**config.mk**
```make
export PLATFORM = sky130hd
export DESIGN_NAME = fetch_queue
export DESIGN_NICKNAME = d
export VERILOG_FILES = /design/src/rtl/decoder_pkg.sv /design/src/rtl/fq_byte_align.sv /design/src/rtl/fetch_queue.sv
export SDC_FILE = /design/constraint.sdc
export NUM_CORES = 2
export LEC_CHECK = 0
export CORE_UTILIZATION = 50
export DETAILED_ROUTE_END_ITERATION = 12
export MAX_ROUTING_LAYER = met4
export PLACE_DENSITY = 0.72
export SLEW_MARGIN = 40
export SYNTH_ARGS = -nofsm -noshare
export SYNTH_HDL_FRONTEND = slang
export SYNTH_SLANG_ARGS = --single-unit
```
**constraint.sdc**
```tcl
create_clock -name clk -period 19.73 [get_ports clk]
set_input_delay 4.9325 -clock clk [delete_from_list [all_inputs] [get_ports clk]]
set_output_delay 4.9325 -clock clk [all_outputs]
set_load 0.005 [all_outputs]
```
**src/rtl/decoder_pkg.sv**
```systemverilog
// -----------------------------------------------------------------------------
// decoder_pkg
// Definitions shared by the fetch queue and the x86-64 instruction decoder.
//   MAX_INST_BYTES : longest legal x86-64 instruction, and the window width
//   FILL_BYTES     : bytes delivered per Sysbus fill beat
//   inst_field_t   : instruction field classes, shared by fetch and decode
//   byte_window_t  : decoder window, byte i at [i*8 +: 8], byte 0 first
// -----------------------------------------------------------------------------
package decoder_pkg;

    localparam int MAX_INST_BYTES = 15;
    localparam int FILL_BYTES     = 8;

    typedef enum logic [2:0] {
        FIELD_PREFIX = 3'd0,
        FIELD_REX    = 3'd1,
        FIELD_OPCODE = 3'd2,
        FIELD_MODRM  = 3'd3,
        FIELD_SIB    = 3'd4,
        FIELD_DISP   = 3'd5,
        FIELD_IMM    = 3'd6
    } inst_field_t;

    typedef logic [0:MAX_INST_BYTES*8-1] byte_window_t;

endpackage

```
**src/rtl/fq_byte_align.sv**
```systemverilog
// -----------------------------------------------------------------------------
// fq_byte_align
// Combinational next-state builder for the fetch queue byte array.
// The queue is held flat with byte k at [8k +: 8] (byte 0 is the head).
//   i_q     : current queue contents
//   i_shift : bytes retired from the head this cycle (0..15)
//   i_fill  : a beat is appended this cycle
//   i_beat  : 64-bit beat, memory byte k at [8k +: 8]
//   i_skip  : leading beat bytes to discard (misaligned redirect target)
//   i_pos   : queue byte index where the first kept beat byte lands
//   o_q     : queue contents after shift and merge
// -----------------------------------------------------------------------------
module fq_byte_align
    import decoder_pkg::*;
#(
    parameter int  QUEUE_BYTES = 32,
    localparam int CW          = $clog2(QUEUE_BYTES + 1)
) (
    input  logic [QUEUE_BYTES*8-1:0] i_q,
    input  logic [3:0]               i_shift,
    input  logic                     i_fill,
    input  logic [63:0]              i_beat,
    input  logic [2:0]               i_skip,
    input  logic [CW-1:0]            i_pos,
    output logic [QUEUE_BYTES*8-1:0] o_q
);

    // Beat with the skipped leading bytes removed; kept byte r sits at [8r +: 8].
    logic [63:0] w_beat;
    assign w_beat = i_beat >> {i_skip, 3'b000};

    always_comb begin
        logic [2:0] rel;
        rel = '0;
        // Shifting right moves higher-indexed bytes toward the head; zeros enter at the tail.
        o_q = i_q >> {i_shift, 3'b000};
        if (i_fill) begin
            for (int j = 0; j < QUEUE_BYTES; j++) begin
                if ((j >= int'(i_pos)) &&
                    (j < int'(i_pos) + FILL_BYTES - int'(i_skip))) begin
                    rel = 3'(j - int'(i_pos));
                    o_q[j*8 +: 8] = w_beat[{rel, 3'b000} +: 8];
                end
            end
        end
    end

endmodule

```
**src/rtl/fetch_queue.sv**
```systemverilog
// -----------------------------------------------------------------------------
// fetch_queue
// Instruction-byte queue between the 64-bit Sysbus fill path and the x86-64
// decoder. Aligned 8-byte beats are appended at the tail; the decoder sees the
// first 15 bytes as a window and retires 1..15 bytes per consume.
// Optional trace: define FETCH_QUEUE_TRACE_EN to print fills, consumes and
// redirects during simulation (no functional effect).
// Ports:
//   clk, reset              : clock, asynchronous active-high reset
//   redirect, redirect_pc   : flush and restart fetch at any byte address
//   fetch_addr              : aligned address of the next beat to fetch
//   fill_valid/ready/data   : beat handshake (beat moves when valid & ready)
//   buffer, buf_valid       : 15-byte window, valid when 15+ bytes queued
//   consume, byte_incr      : decoder retires byte_incr bytes
//   decode_pc               : PC of window byte 0
//   occupancy               : queued byte count
//   err                     : sticky flag for an illegal consume
// Handshakes: a beat transfers on a clock edge where fill_valid and
// fill_ready are both high; fill_ready depends only on registered state, so
// the source must hold the beat (and its data) until it sees ready.
// -----------------------------------------------------------------------------
module fetch_queue
    import decoder_pkg::*;
#(
    parameter int          QUEUE_BYTES = 32,
    parameter logic [63:0] RESET_PC    = 64'h0,
    localparam int         CW          = $clog2(QUEUE_BYTES + 1)
) (
    input  logic          clk,
    input  logic          reset,
    input  logic          redirect,
    input  logic [63:0]   redirect_pc,
    output logic [63:0]   fetch_addr,
    input  logic          fill_valid,
    output logic          fill_ready,
    input  logic [63:0]   fill_data,
    output byte_window_t  buffer,
    output logic          buf_valid,
    input  logic          consume,
    input  logic [3:0]    byte_incr,
    output logic [63:0]   decode_pc,
    output logic [CW-1:0] occupancy,
    output logic          err
);

    logic [QUEUE_BYTES*8-1:0] r_q;
    logic [CW-1:0]            r_count;
    logic [2:0]               r_skip;
    logic [63:0]              r_fetch_addr;
    logic [63:0]              r_decode_pc;
    logic                     r_err;

    logic                     w_fill_ok;
    logic                     w_cons_ok;
    logic                     w_cons_bad;
    logic [3:0]               w_cons_amt;
    logic [3:0]               w_fill_amt;
    logic [CW-1:0]            w_pos;
    logic [CW-1:0]            w_count_next;
    logic [QUEUE_BYTES*8-1:0] w_q_next;

    assign fill_ready = (r_count <= CW'(QUEUE_BYTES - FILL_BYTES));
    assign buf_valid  = (r_count >= CW'(MAX_INST_BYTES));

    assign w_fill_ok  = fill_valid & fill_ready;
    assign w_cons_ok  = consume & buf_valid & (byte_incr != 4'd0);
    assign w_cons_bad = consume & ~w_cons_ok;
    assign w_cons_amt = w_cons_ok ? byte_incr : 4'd0;
    assign w_fill_amt = 4'(FILL_BYTES) - {1'b0, r_skip};

    // The beat lands right after whatever survives this cycle's consume.
    assign w_pos        = r_count - CW'(w_cons_amt);
    assign w_count_next = w_pos + (w_fill_ok ? CW'(w_fill_amt) : '0);

    fq_byte_align #(
        .QUEUE_BYTES(QUEUE_BYTES)
    ) u_align (
        .i_q    (r_q),
        .i_shift(w_cons_amt),
        .i_fill (w_fill_ok),
        .i_beat (fill_data),
        .i_skip (r_skip),
        .i_pos  (w_pos),
        .o_q    (w_q_next)
    );

    always_ff @(posedge clk or posedge reset) begin
        if (reset) begin
            r_q          <= '0;
            r_count      <= '0;
            r_skip       <= RESET_PC[2:0];
            r_fetch_addr <= {RESET_PC[63:3], 3'b000};
            r_decode_pc  <= RESET_PC;
            r_err        <= 1'b0;
        end else if (redirect) begin
            // Same-cycle fill and consume are dropped; queue bytes become don't-care.
            r_count      <= '0;
            r_skip       <= redirect_pc[2:0];
            r_fetch_addr <= {redirect_pc[63:3], 3'b000};
            r_decode_pc  <= redirect_pc;
        end else begin
            r_q     <= w_q_next;
            r_count <= w_count_next;
            if (w_fill_ok) begin
                r_skip       <= 3'd0;
                r_fetch_addr <= r_fetch_addr + 64'd8;
            end
            if (w_cons_ok) begin
                r_decode_pc <= r_decode_pc + 64'(w_cons_amt);
            end
            if (w_cons_bad) begin
                r_err <= 1'b1;
            end
        end
    end

    always_comb begin
        buffer = '0;
        for (int i = 0; i < MAX_INST_BYTES; i++) begin
            buffer[i*8 +: 8] = r_q[i*8 +: 8];
        end
    end

    assign fetch_addr = r_fetch_addr;
    assign decode_pc  = r_decode_pc;
    assign occupancy  = r_count;
    assign err        = r_err;

`ifdef FETCH_QUEUE_TRACE_EN
    always @(posedge clk) begin
        if (!reset) begin
            if (redirect) begin
                $display("fetch_queue: redirect to %016h", redirect_pc);
            end else begin
                if (w_fill_ok) begin
                    $display("fetch_queue: fill addr %016h data %016h", r_fetch_addr, fill_data);
                end
                if (w_cons_ok) begin
                    $display("fetch_queue: consume pc %016h bytes %0d", r_decode_pc, byte_incr);
                end
            end
        end
    end
`endif

endmodule

```
# == Word level (Yosys, flattened, before mapping) ==
# Index checks and enable logic that the tools add are counted.
# word_totals
regBits,394
input_bits,137
# classes
add_sub_neg,39
order_cmp,66
shifts,34
muxes,42
bitwise,6
reduce_logical,36
# ops
cell,count
$shiftx 64x7->8,32
$lt 6x32->1 const A,16
$lt 5x32->1 const A,8
$mux 256,1
$mux 64,4
$mux 8,32
$shr 256x7->256,1
$lt 4x32->1 const A,4
$ge 5x6->1 const A,16
$add 64x4->64,1
$add 64x4->64 const B,1
$lt 3x32->1 const A,2
$shr 64x6->64,1
$ge 4x6->1 const A,8
$sub 3x3->3 const A,16
$logic_and 1x1->1,32
$lt 1x32->1 const A,1
$lt 2x32->1 const A,1
$sub 32x4->32,1
$ge 3x6->1 const A,4
$sub 1x3->3 const A,8
$sub 2x3->3 const A,8
$ge 1x6->1 const A,2
$ge 2x6->1 const A,2
other kinds (14),21

# == Logic depth before layout (Yosys ltp) ==
# logic_depth
ltp_word,11
ltp_mapped,27
depth_no_buf,18

# == Hierarchy ==
# A second synthesis with hierarchy kept.
# hier_totals
hier_cells,3799
area_unflattened_um2,37175.7
# modules_own_cells
module,n_inst,cells_per_inst,area_each_um2
fq_byte_align,1,2296,18695.4
fetch_queue,1,1503,18480.2

# == Worst setup path after synthesis ==
# Ideal clock, no wire load.
# synth_timing
kind,input to register
from,input consume
to,register r_q[145]
t_arrival_ns,10.215
required_ns,19.604
slack_ns,9.389
cell_stages,25
path_cell_list,nand2_1 a21o_1 buf_2 inv_4 buf_2 buf_2 buf_2 buf_2 ha_1 fa_1 xnor2_1 clkbuf_1 clkbuf_1 ha_1 nor2b_1 nor3_1 ha_1 nor2b_1 and2_1 mux2_4 buf_6 buf_6 a221oi_2 nor2_1 a221o_1
# synth_between
elab_chain_cells,10
elab_cells_between_ends,14
cone_classes,4 x add/sub; 2 x order compare; 2 x shift; 3 x mux; 2 x bitwise; 1 x reduce/logical
# synth_rtl
element,line_no,source
start: declaration,fetch_queue.sv:39,"input logic consume,"
$and 1x1->1 * (2 in a row),fetch_queue.sv:66,assign w_cons_ok = consume & buf_valid & (byte_incr != 4'd0);
$mux 4 *,fetch_queue.sv:68,assign w_cons_amt = w_cons_ok ? byte_incr : 4'd0;
$sub 6x4->6,fetch_queue.sv:72,assign w_pos = r_count - CW'(w_cons_amt);
$add 6x4->7,fq_byte_align.sv:40,(j < int'(i_pos) + FILL_BYTES - int'(i_skip))) begin
$sub 32x4->32,fq_byte_align.sv:40,
$lt 6x32->1,fq_byte_align.sv:40,
$logic_and 1x1->1,fq_byte_align.sv:39,if ((j >= int'(i_pos)) &&
$mux 8,fq_byte_align.sv:39,
$mux 256 *,fq_byte_align.sv:37,if (i_fill) begin
end signal: assignment,fetch_queue.sv:102,r_q <= w_q_next;
end: declaration,fetch_queue.sv:46,logic [QUEUE_BYTES*8-1:0] r_q;
# Every way passes the cells marked *; elsewhere a longest branch is shown, timed or not.
# A chain may end at the register's enable or synchronous reset.

# == Worst setup path in the final report ==
# layout_timing
from,input consume
to,register r_q[5]
# layout_between
elab_chain_cells,10
elab_cells_between_ends,14
cone_classes,4 x add/sub; 2 x order compare; 2 x shift; 3 x mux; 2 x bitwise; 1 x reduce/logical
# layout_rtl
element,line_no
$and 1x1->1 * (2 in a row),fetch_queue.sv:66
$mux 4 *,fetch_queue.sv:68
$sub 6x4->6,fetch_queue.sv:72
$add 6x4->7,fq_byte_align.sv:40
$sub 32x4->32,fq_byte_align.sv:40
$lt 1x32->1,fq_byte_align.sv:40
$logic_and 1x1->1,fq_byte_align.sv:39
$mux 8,fq_byte_align.sv:39
$mux 256 *,fq_byte_align.sv:37
# Marked as above.

==> results by stage <==
Status:
- The flow ran to the end, and the final reports show no timing, DRC or antenna violations.

Floorplan:
- Pin placement for this block handled 394 I/O pins.
- The core area is 0.0735 mm^2.
- The area of the die is 0.0759 mm^2.
- The die is 276 um tall.
- The total number of placement rows is 99.
- The starting utilization of the core area is 0.509.
- From left edge to right edge, the die measures 276 um.

Worst setup path:
- The kind of critical path is in -> reg.
- The startpoint type of the worst setup path is an input port.
- The nature of the critical path endpoint is a flip-flop.
- The data arrival time of the worst path is 11.18 ns.
- The reg2reg setup slack is 13.23 ns.
- At the worst endpoint, the required time is 20.24 ns.
- In this run the worst path has a maximum fanout of 77.

Route:
- After detailed routing, the total wire length is 174,000 um.
- For this run, design rule violations remaining after detail routing come to 0.
- The initial DRC count is 6,215.
- The routed layout has 40.5k vias.
- Using the TritonRoute via totals, the vias-per-cell ratio works out to 7.10.
- The total iterations of the first detailed-routing run is 9.
- The routed length per instance is 30.4 um.
- The number of antenna-violating nets in the routed design is 0.

Logic synthesis:
- In this run, synthesis produced a sequential element count of 391.
- In this run, synthesis inferred 0 flip-flops with an integrated enable.
- Of the total synthesized cell area, the portion taken by AND, OR, NAND and NOR gates is 0.201.
- The post-synthesis area per instance is 7.97 um^2.
- The post-synthesis cell area is 0.0374 mm^2.
- Of the synthesized area, sequential elements account for 0.262.
- The number of different library cells used by synthesis comes to 119.
- In the post-synthesis netlist, the biggest area contributors are dfrtp_1, mux2i_1, nand2_1.
- The largest family of logic cells by synthesized area is compound AO/OA/AOI/OAI gates.
- The fraction of synthesized area in multiplexers is 0.159.
- After synthesis, the most frequently instantiated cells are nand2_1, dfrtp_1, nor2_1, mux2i_1, a21oi_1.
- dfrtp_1 takes more of the synthesized area than any other cell.
- During synthesis, Yosys emitted a total of 0 warnings.
- Of the total synthesized cell area, the portion taken by XOR and XNOR cells is 0.0324.
- The gate count after technology mapping is 4,695.
- The adder-cell share of the synthesized area is 0.0105.
- Of all flip-flops after synthesis, the portion carrying an async set or reset was 1.00.
- The fraction of post-synthesis cell area in the top cell type by area is 0.262.
- The dominant synthesized flop cell is dfrtp_1.
- Among all cell types in the netlist, the one instantiated most often is nand2_1.
- The post-synthesis compound-gate area fraction is 0.255.

STA:
- The worst pin sits at a relative slew slack of 0.336.
- The number of pins with negative max-slew slack in the final report is 0.
- The worst-case setup margin in the final layout is 9.06 ns.
- The total negative setup slack is 0 ns.
- The hold violation total from the final report is 0.
- In the finished design, the share of the clock period the worst path needs comes to 0.541.
- Setup violations remaining at the end of the flow were counted as 0.
- The shortest period the worst path allows is 10.67 ns.
- Static timing analysis puts the maximum clock frequency at 0.0937 GHz.
- Setup repair after global routing left no endpoint under its margin.
- For the pin with the worst max-slew slack, the measured transition is 0.996 ns.
- The worst clock skew is 0.0465 ns.

Place:
- Summing all placed instances gives a cell area of 0.0407 mm^2.
- Routability-driven placement finished with a final weighted congestion of 1.04.
- At the placement stage, the worst setup path has a slack of 8.63 ns.
- The half-perimeter wire length of the detailed placement result is 127,000 um.
- The number of I/O port buffers is 390.

Global routing:
- The number of global-route vias before repair is 37.5k.
- The largest net degree at the start of global routing is 157.
- The first global-routing pass estimated 251,000 um of wire.
- The number of antenna violations at the first check in global routing is 4.
- For this run the aggregate overflow at the end of global routing stands at 0.
- The aggregate global-route resource usage is 0.458.

Flow run:
- The total of max-cap violations is 0.

Clock network:
- Gates resized during post-CTS repair numbered 0.
- The later-pin clock latency in the skew report is 0.63 ns.
- The TritonCTS buffer count is 47.
- The number of hold buffers added after CTS was 0.
- The number of setup buffers added after CTS is 0.
- TritonCTS built the clock tree.
- The H-tree was split into 2 levels.
- The TritonCTS sink count is 391.
- The tree is rooted in a clkbuf_16.
- The clock slew seen by the registers of the worst setup and hold paths is 0.06 ns.
- The number of buffers on the longest clock path is 3.

Pwr:
- For this design the ratio of total power to cell area is 180 mW/mm^2.
- The internal power of the cells totals 3.35 mW.
- The combinational cell fraction of total power is 0.682.
- The worst-case IR drop observed on VDD is 133 uV.
- The net switching power is 4.29 mW.
- The design draws 7.64 mW.
- The switching share of power is 0.561.
- The relative contribution of sequential cells to total power is 0.198.
- In this run the static leakage power is 17.0 nW.
- The share of total power in the clock network is 0.120.

Worst hold path:
- The class of the most critical hold timing path is reg -> reg.

Final layout:
- The number of filler cells placed in the layout is 6,768.
- The relative area change from synthesis to final layout is 13.3%.
- After routing the design area is 0.0424 mm^2.
- The ratio of cells with drive above 1 in the final layout is 0.101.
- For this run, the post-layout net count is 4,874.
- Summing all multi-input logic gate instances after layout gives 0.0248 mm^2.
- The sequential cells in the finished layout cover a total of 0.00979 mm^2.
==> critical path, stage by stage <==
cell	delay (ns)
clkdlybuf4s50_1	0.46
buf_4	0.34
nand2_1	0.12
a21o_4	0.34
inv_8	0.46
ha_2	0.34
fa_1	0.25
nand3b_1	0.15
a21oi_1	0.10
nor2b_1	0.49
nor2_1	0.22
nand2_1	0.13
nor3_1	0.06
ha_1	0.26
nor2b_1	0.37
nor2b_1	0.31
mux2_4	0.47
a41o_1	0.61
nand2_1	0.38
o221ai_1	0.29
==> stage by stage <==
step / std cells / hold WS [ns] / util
3_5_place_dp: 5615 / 0.479 / 0.554
4_1_cts: 5699 / 0.497 / 0.576
5_1_grt: 5705 / 0.514 / 0.577
6_report: 5706 / 0.497 / 0.577
3_3_place_gp: 5611 / 0.480 / 0.552
2_1_floorplan: 4697 / 0.466 / -
==> cell usage in the layout, fill, tap and decap left out, drive strengths merged, types with 45 or more instances in the layout <==
master	count
and3	71
dfrtp	391
mux2i	350
a221o	72
nor2	387
mux2	179
o22ai	52
a211oi	125
o221ai	104
a21oi	346
xor2	61
nor2b	73
clkdlybuf4s50	386
xnor2	73
o21ai	160
a22oi	45
nor3	75
a31oi	63
nand3	142
clkbuf	73
nand2	733
buf	90
inv	79
o211ai	47
==> sequential cells by signal, indices dropped and copies added (netlist names) <==
name,count
decode_pc,64
r_skip,3
r_q,256
fetch_addr,61
err,1
occupancy,6
==> final timing paths <==
path,start,to,cells after the start
min in group asynchronous,reset,r_skip[0]$_DFFE_PP0N_,2
worst max register to register,occupancy[5]$_DFF_PP0_,r_q[5]$_DFFE_PP0N_,19
worst min-delay path,err$_DFFE_PP0P_,err$_DFFE_PP0P_,1
worst min register to register,err$_DFFE_PP0P_,err$_DFFE_PP0P_,1
max in group asynchronous,reset,r_q[12]$_DFFE_PP0N_,4
worst max-delay path,consume,r_q[5]$_DFFE_PP0N_,20
==> per-layer routing <==
metal,up-vias,part of all wire,routed length [um],global-route usage
met4,0,0.089,15400,0.327
met1,19500,0.36,62900,0.549
met5,-,0,0,-
met3,750,0.12,20800,0.117
met2,3006,0.43,74500,0.668
li1,17300,-,-,-
==> power by group through the flow <==
stage / combinational (mW) / clock [mW] / sequential (mW)
finish: 5.21 / 0.918 / 1.51
detailed placement: 4.90 / 0 / 1.49
CTS: 4.92 / 0.913 / 1.48
global route: 5.36 / 0.945 / 1.52
global placement: 4.82 / 0 / 1.49
floorplan: 3.16 / 0 / 1.30
==> cell type report <==
cell class,instances,share of cell area
multi-input combinational,3712,0.585
clock inverter,11,0.00313
clock buffer,73,0.0341
sequential,391,0.231
antenna,4,0.000236
tap,959,0.0283
timing repair buffer,476,0.110
inverter,80,0.00815
==> cells by family after synthesis <==
family	after synthesis
and+or+nand+nor	1667
AOI/OAI and AO/OA	1332
buffers and inverters	594
muxes	547
DFF	391
xor gates and xnor gates	134
adders and majority gates	29
other	1
(Power assumes the default switching activity.)
